<file path="src/rtl/ram_block_copy.sv">
// Block move engine for a 1R1W synchronous-read RAM.
// Streams LEN words src->dst with a per-word copy/add/fill/xor transform.
module ram_block_copy #(
  parameter int WIDTH      = 32,
  parameter int ADDR_WIDTH = 4
) (
  input  logic                  clk,
  input  logic                  rst,
  input  logic                  start,
  output logic                  ready,
  output logic                  done,
  input  logic [1:0]            mode,
  input  logic [ADDR_WIDTH-1:0] src_base,
  input  logic [ADDR_WIDTH-1:0] dst_base,
  input  logic [ADDR_WIDTH:0]   len,
  input  logic [WIDTH-1:0]      imm,
  output logic [ADDR_WIDTH-1:0] ram_raddr_0,
  input  logic [WIDTH-1:0]      ram_rdata_0,
  output logic [ADDR_WIDTH-1:0] ram_waddr_0,
  output logic                  ram_wen_0,
  output logic [WIDTH-1:0]      ram_wdata_0
);

  typedef enum logic [1:0] {
    IDLE,
    RUN,
    FLUSH
  } state_t;

  state_t                state_q, state_d;
  logic [1:0]            mode_q, mode_d;
  logic [ADDR_WIDTH-1:0] dst_q, dst_d;
  logic [ADDR_WIDTH:0]   len_q, len_d;
  logic [WIDTH-1:0]      imm_q, imm_d;
  logic [ADDR_WIDTH:0]   r_q, r_d;
  logic [ADDR_WIDTH-1:0] w_q, w_d;
  logic [ADDR_WIDTH-1:0] raddr_q, raddr_d;
  logic [ADDR_WIDTH-1:0] waddr_q, waddr_d;
  logic                  wen_q, wen_d;
  logic                  done_q, done_d;
  logic [WIDTH-1:0]      wdata_q, wdata_d;
  logic [WIDTH-1:0]      wdata_c;

  // Read data arrives in the write cycle, so the transform is combinational.
  always_comb begin
    wdata_c = ram_rdata_0;
    unique case (mode_q)
      2'd1:    wdata_c = ram_rdata_0 + imm_q;
      2'd2:    wdata_c = imm_q;
      2'd3:    wdata_c = ram_rdata_0 ^ imm_q;
      default: wdata_c = ram_rdata_0;
    endcase
  end

  assign ready       = (state_q == IDLE);
  assign done        = done_q;
  assign ram_raddr_0 = raddr_q;
  assign ram_waddr_0 = waddr_q;
  assign ram_wen_0   = wen_q;
  assign ram_wdata_0 = wen_q ? wdata_c : wdata_q;

  // Next-state: accept, read issue, write issue one cycle behind.
  always_comb begin
    state_d = state_q;
    mode_d  = mode_q;
    dst_d   = dst_q;
    len_d   = len_q;
    imm_d   = imm_q;
    r_d     = r_q;
    w_d     = w_q;
    raddr_d = raddr_q;
    waddr_d = waddr_q;
    wen_d   = 1'b0;
    done_d  = done_q;
    wdata_d = wdata_q;
    if (wen_q) wdata_d = wdata_c;
    unique case (state_q)
      IDLE: begin
        if (start) begin
          mode_d = mode;
          dst_d  = dst_base;
          len_d  = len;
          imm_d  = imm;
          done_d = (len == '0);
          if (len != '0) begin
            state_d = RUN;
            r_d     = '0;
            w_d     = '0;
            raddr_d = src_base;
          end
        end
      end
      RUN: begin
        wen_d   = 1'b1;
        waddr_d = dst_q + w_q;
        w_d     = w_q + 1'b1;
        if (r_q == len_q - 1'b1) begin
          state_d = FLUSH;
        end else begin
          r_d     = r_q + 1'b1;
          raddr_d = raddr_q + 1'b1;
        end
      end
      FLUSH: begin
        state_d = IDLE;
        done_d  = 1'b1;
      end
      default: state_d = IDLE;
    endcase
  end

  // State register; reset abandons any block in flight.
  always_ff @(posedge clk or posedge rst) begin
    if (rst) begin
      state_q <= IDLE;
      mode_q  <= '0;
      dst_q   <= '0;
      len_q   <= '0;
      imm_q   <= '0;
      r_q     <= '0;
      w_q     <= '0;
      raddr_q <= '0;
      waddr_q <= '0;
      wen_q   <= 1'b0;
      done_q  <= 1'b0;
      wdata_q <= '0;
    end else begin
      state_q <= state_d;
      mode_q  <= mode_d;
      dst_q   <= dst_d;
      len_q   <= len_d;
      imm_q   <= imm_d;
      r_q     <= r_d;
      w_q     <= w_d;
      raddr_q <= raddr_d;
      waddr_q <= waddr_d;
      wen_q   <= wen_d;
      done_q  <= done_d;
      wdata_q <= wdata_d;
    end
  end

endmodule

</file>
<file path="config.mk">
export PLATFORM = sky130hd
export DESIGN_NAME = ram_block_copy
export DESIGN_NICKNAME = d
export VERILOG_FILES = /design/src/rtl/ram_block_copy.sv
export SDC_FILE = /design/constraint.sdc
export NUM_CORES = 1
export LEC_CHECK = 0
export BUFFER_PORTS_ARGS = -buffer_cell sky130_fd_sc_hd__buf_2
export CORE_AREA = 8 8 113 115
export CTS_BUF_LIST = sky130_fd_sc_hd__clkbuf_16
export CTS_CLUSTER_DIAMETER = 60
export DETAILED_ROUTE_END_ITERATION = 7
export DIE_AREA = 0 0 121 123
export PLACE_DENSITY = 0.84
export SYNTH_ARGS = -nofsm -noshare
export SYNTH_HDL_FRONTEND = slang
export SYNTH_SLANG_ARGS = --single-unit
</file>
<file path="constraint.sdc">
create_clock -name clk -period 6.45 [get_ports clk]
set_clock_uncertainty 0.15 [all_clocks]
set_input_delay 1.6125 -clock clk [delete_from_list [all_inputs] [get_ports clk]]
set_output_delay 1.6125 -clock clk [all_outputs]
set_load 0.005 [all_outputs]
</file>
==> insert_results.sql <==
INSERT INTO impl_metrics (metric_group, metric, value, unit) VALUES
('clock_tree', 'cts_setup_buffers', '0', ''),
('floorplanning', 'fp.dieW', '121', 'microns'),
('worst_setup_path', 'critPathSlowestCell', 'sky130_fd_sc_hd__nor3_1', ''),
('clock_tree', 'cts_root_buffer', 'sky130_fd_sc_hd__clkbuf_16', ''),
('global_routing', 'grt_max_degree', '60', ''),
('sta', 'period_needed', '6051', 'ps'),
('floorplanning', 'chipHeight', '123', 'microns'),
('worst_setup_path', 'timing.critical_path.cells', 'buf_2 > ha_1 > and2_1 > a221oi_2 > a21oi_1 > nor3_1 > a31oi_1 > a31oi_1 > o31ai_1 > mux2i_1 > buf_2', ''),
('clock_tree', 'cts_sinks', '96', ''),
('yosys', 'ys_ff_latch', '96', ''),
('finish', 'area.growth.synth_to_final', '15.22', '%'),
('power', 'total_power_divided_by_cell_area', '582.6', 'mW/mm^2'),
('power', 'leakage', '3.474', 'nW'),
('floorplanning', 'die_area', '0.01488', 'sq mm'),
('yosys', 'yosysWarningCount', '0', ''),
('clock_tree', 'worstSkewPairLatency', '370', 'ps'),
('clock_tree', 'path_clk_slew', '70', 'ps'),
('routing', 'route.antenna.remaining_nets', '0', ''),
('routing', 'dr_total_vias', '5724', ''),
('placed_design', 'port_buffers', '124', ''),
('yosys', 'synth.yosys.seq_area_share', '37.36', '%'),
('clock_tree', 'cts_tree', 'yes', ''),
('sta', 'slew_violations', '0', ''),
('global_routing', 'grt_usage', '24.14', '%'),
('worst_setup_path', 'cp.buffers_inverters', '2', ''),
('finish', 'n_fill_cell', '885', ''),
('sta', 'final_hold_viol_count', '0', ''),
('yosys', 'synth_cell_types', '62', ''),
('worst_setup_path', 'worstSetupPathType', 'in2out', ''),
('sta', 'final.period_utilization', '93.82', '%'),
('finish', 'seqCellArea', '0.002404', 'sq mm'),
('floorplanning', 'io_pins', '125', ''),
('global_routing', 'grt_pass1_vias', '5854', ''),
('sta', 'grt_setup_unrepaired', 'false', ''),
('routing', 'detailedRoute.firstIterationViolations', '396', ''),
('routing', 'finalWirelength', '17.66', 'mm'),
('yosys', 'synthFlopType', 'sky130_fd_sc_hd__dfrtp_1', ''),
('clock_tree', 'clockBufferDepth', '2', ''),
('hold_path', 'hold_path_class', 'reg2reg', ''),
('yosys', 'ys_async_sr_fraction', '100.0', '%'),
('worst_setup_path', 'worst-endpoint-arrival', '4290', 'ps'),
('floorplanning', 'coreArea', '0.01108', 'sq mm'),
('sta', 'fin_tns_setup', '0', 'ps'),
('yosys', 'netlist_instances', '691', ''),
('routing', 'detail_route.first_pass.iterations', '5', ''),
('finish', 'layoutNonFillerInstCount', '938', ''),
('sta', 'relSlewSlack', '46.01', '%'),
('placed_design', 'post-dp-hpwl', '13.06', 'mm'),
('floorplanning', 'placementRows', '39', ''),
('finish', 'share_of_final_layout_standard_cells_stronger_than_drive_strength_1', '26.54', '%'),
('global_routing', 'grt_pass1_wl', '29.13', 'mm'),
('finish', 'multi_input_area', '0.003770', 'sq mm'),
('run_status', 'status', 'completed', ''),
('placed_design', 'gp_congestion', '0.9379', ''),
('floorplanning', 'effective_utilization_at_floorplan', '58.05', '%'),
('clock_tree', 'post_cts_resize_count', '0', ''),
('flow_run', 'maxCapViolations', '0', ''),
('worst_setup_path', 'cp_data_required_time', '4690', 'ps'),
('power', 'power', '4.316', 'mW'),
('routing', 'drc_errors', '0', ''),
('worst_setup_path', 'critPathMaxFanout', '4', ''),
('yosys', 'synth_enable_flop_cells', '0', ''),
('yosys', 'netlist_area_before_placement', '0.006430', 'sq mm'),
('global_routing', 'grt_antenna_before_repair', '0', ''),
('placed_design', 'post_placement_cell_count', '922', ''),
('worst_setup_path', 'critPathMaxStageDelay', '420', 'ps'),
('routing', 'vias_per_cell', '6.102', ''),
('worst_setup_path', 'timing.critical_path.from_type', 'input port', ''),
('routing', 'wl_per_cell', '18.83', 'microns'),
('power', 'power.ir.vdd_worst', '0.0003054', 'V'),
('sta', 'fmax', '165.3', 'MHz'),
('clock_tree', 'ctsHoldBuffers', '0', ''),
('worst_setup_path', 'kind_of_cell_with_the_highest_combined_delay_on_the_critical_path', 'compound AO/OA/AOI/OAI gates', ''),
('finish', 'layout.nets', '912', ''),
('sta', 'finalSetupViolations', '0', ''),
('yosys', 'synth.net_count', '813', ''),
('clock_tree', 'numCtsBuffers', '9', ''),
('yosys', 'syn_area_per_cell', '9.305', 'sq um'),
('finish', 'insertedDiodeCount', '0', ''),
('sta', 'tightest_slew', '809.9', 'ps'),
('finish', 'finalCoreUtilization', '66.88', '%'),
('worst_setup_path', 'endpoint_kind', 'output pin', ''),
('global_routing', 'global_route.overflow_total', '0', ''),
('clock_tree', 'htreeDepth', '3', '');
[layout make-up]
| cell class | instances | area share (%) |
|---|---|---|
| clock inverters | 7 | 1.284 |
| repair buffers | 130 | 8.985 |
| well taps | 143 | 2.415 |
| flip-flops and latches | 96 | 32.44 |
| multi-input cells | 535 | 50.89 |
| clock buffers | 9 | 3.040 |
| inverters | 18 | 0.9458 |
[synth_stat cells (all sizes together) (6+ instances only)]
master / count / area [sq um]
a211oi: 9 / 72.57
a21o: 20 / 152.7
a21oi: 61 / 309.1
a31oi: 13 / 81.33
and2: 7 / 43.80
and3: 7 / 47.54
buf: 10 / 55.05
clkbuf: 32 / 140.1
dfrtp: 96 / 2402
ha: 38 / 475.5
inv: 18 / 67.56
mux2: 47 / 529.3
mux2i: 31 / 310.3
nand2: 60 / 225.2
nand2b: 6 / 37.54
nand3: 15 / 75.07
nand4: 9 / 56.30
nor2: 70 / 262.8
nor3: 6 / 30.03
o21ai: 38 / 190.2
o221ai: 7 / 61.31
o22ai: 6 / 37.54
xnor2: 14 / 122.6
xor2: 20 / 175.2
[flip-flops by register name, indices dropped and copies added, names as in the netlist]
| signal | flops |
|---|---|
| done | 1 |
| dst_q | 4 |
| imm_q | 32 |
| len_q | 5 |
| mode_q | 2 |
| r_q | 5 |
| ram_raddr_0 | 4 |
| ram_waddr_0 | 4 |
| ram_wen_0 | 1 |
| state_q | 2 |
| w_q | 4 |
| wdata_q | 32 |
[where the power goes]
part	switching, mW	total, mW	leakage (nW)	internal (mW)
clock	0.263	0.576	0.158	0.314
combinational	1.48	2.60	2.18	1.12
sequential	0.221	1.14	1.14	0.917
[worst paths after layout]
path	slack, ps	cells after the start	end	startpoint
max in group asynchronous	3860	3	mode_q[1]	rst
max reg2reg	3360	9	wdata_q[29]	imm_q[3]
min in group asynchronous	1150	2	wdata_q[26]	rst
min reg2reg	330	2	ram_waddr_0[0]	ram_waddr_0[0]
min	330	2	ram_waddr_0[0]	ram_waddr_0[0]
max	400	11	ram_wdata_0[31]	ram_rdata_0[3]
[cell families (layout without fill, tap and decap cells)]
logic type / after synthesis / count (layout) / synth area share, %
flip-flops: 96 / 96 / 37.36
AO/OA/AOI/OAI: 190 / 190 / 19.09
buffers and inverters: 60 / 164 / 4.086
multiplexers: 79 / 79 / 13.41
adder cells (fa/ha/maj): 40 / 40 / 8.017
XOR/XNOR: 34 / 34 / 4.631
AND/OR/NAND/NOR: 192 / 192 / 13.41
[worst reg2reg max path, delay by kind of cell (launching register included)]
family,cells,cell delay (ps)
compound gates,5,1590
flops,1,410
fa+ha+maj,1,370
simple gates,2,320
xor+xnor,1,120
[per-stage QoR]
| step | cell area [sq um] | hold WS, ps | worst slack, ps |
|---|---|---|---|
| after CTS | 7408 | 333.2 | 451.8 |
| after floorplan | 6430 | 319.8 | 1045 |
| after global placement | 7088 | 306.0 | 539.7 |
| after global routing | 7408 | 362.8 | 185.3 |
| final | 7408 | 332.0 | 398.6 |
| after detailed placement | 7088 | 320.6 | 482.3 |
[metal layers]
layer / global-route usage [%] / share of wire, %
met1: 31.25 / 45
met3: 4.201 / 5.5
met4: 8.587 / 1.7
met2: 40.00 / 48
met5: 0 / 0
[cell usage in the layout, fill, tap and decap left out, types with 7 or more instances in the layout]
cell / instances
sky130_fd_sc_hd__xor2_1: 20
sky130_fd_sc_hd__nand4_1: 9
sky130_fd_sc_hd__a21oi_1: 60
sky130_fd_sc_hd__nand3_1: 15
sky130_fd_sc_hd__mux2i_1: 31
sky130_fd_sc_hd__nand2_1: 60
sky130_fd_sc_hd__ha_1: 38
sky130_fd_sc_hd__a31oi_1: 13
sky130_fd_sc_hd__mux2_2: 47
sky130_fd_sc_hd__a211oi_1: 8
sky130_fd_sc_hd__xnor2_1: 14
sky130_fd_sc_hd__clkbuf_16: 9
sky130_fd_sc_hd__a21o_1: 18
sky130_fd_sc_hd__dfrtp_1: 95
sky130_fd_sc_hd__inv_1: 17
sky130_fd_sc_hd__o221ai_1: 7
sky130_fd_sc_hd__buf_2: 124
sky130_fd_sc_hd__nor2_1: 70
sky130_fd_sc_hd__o21ai_0: 38
No activity file was read; power rests on OpenSTA's default activity.
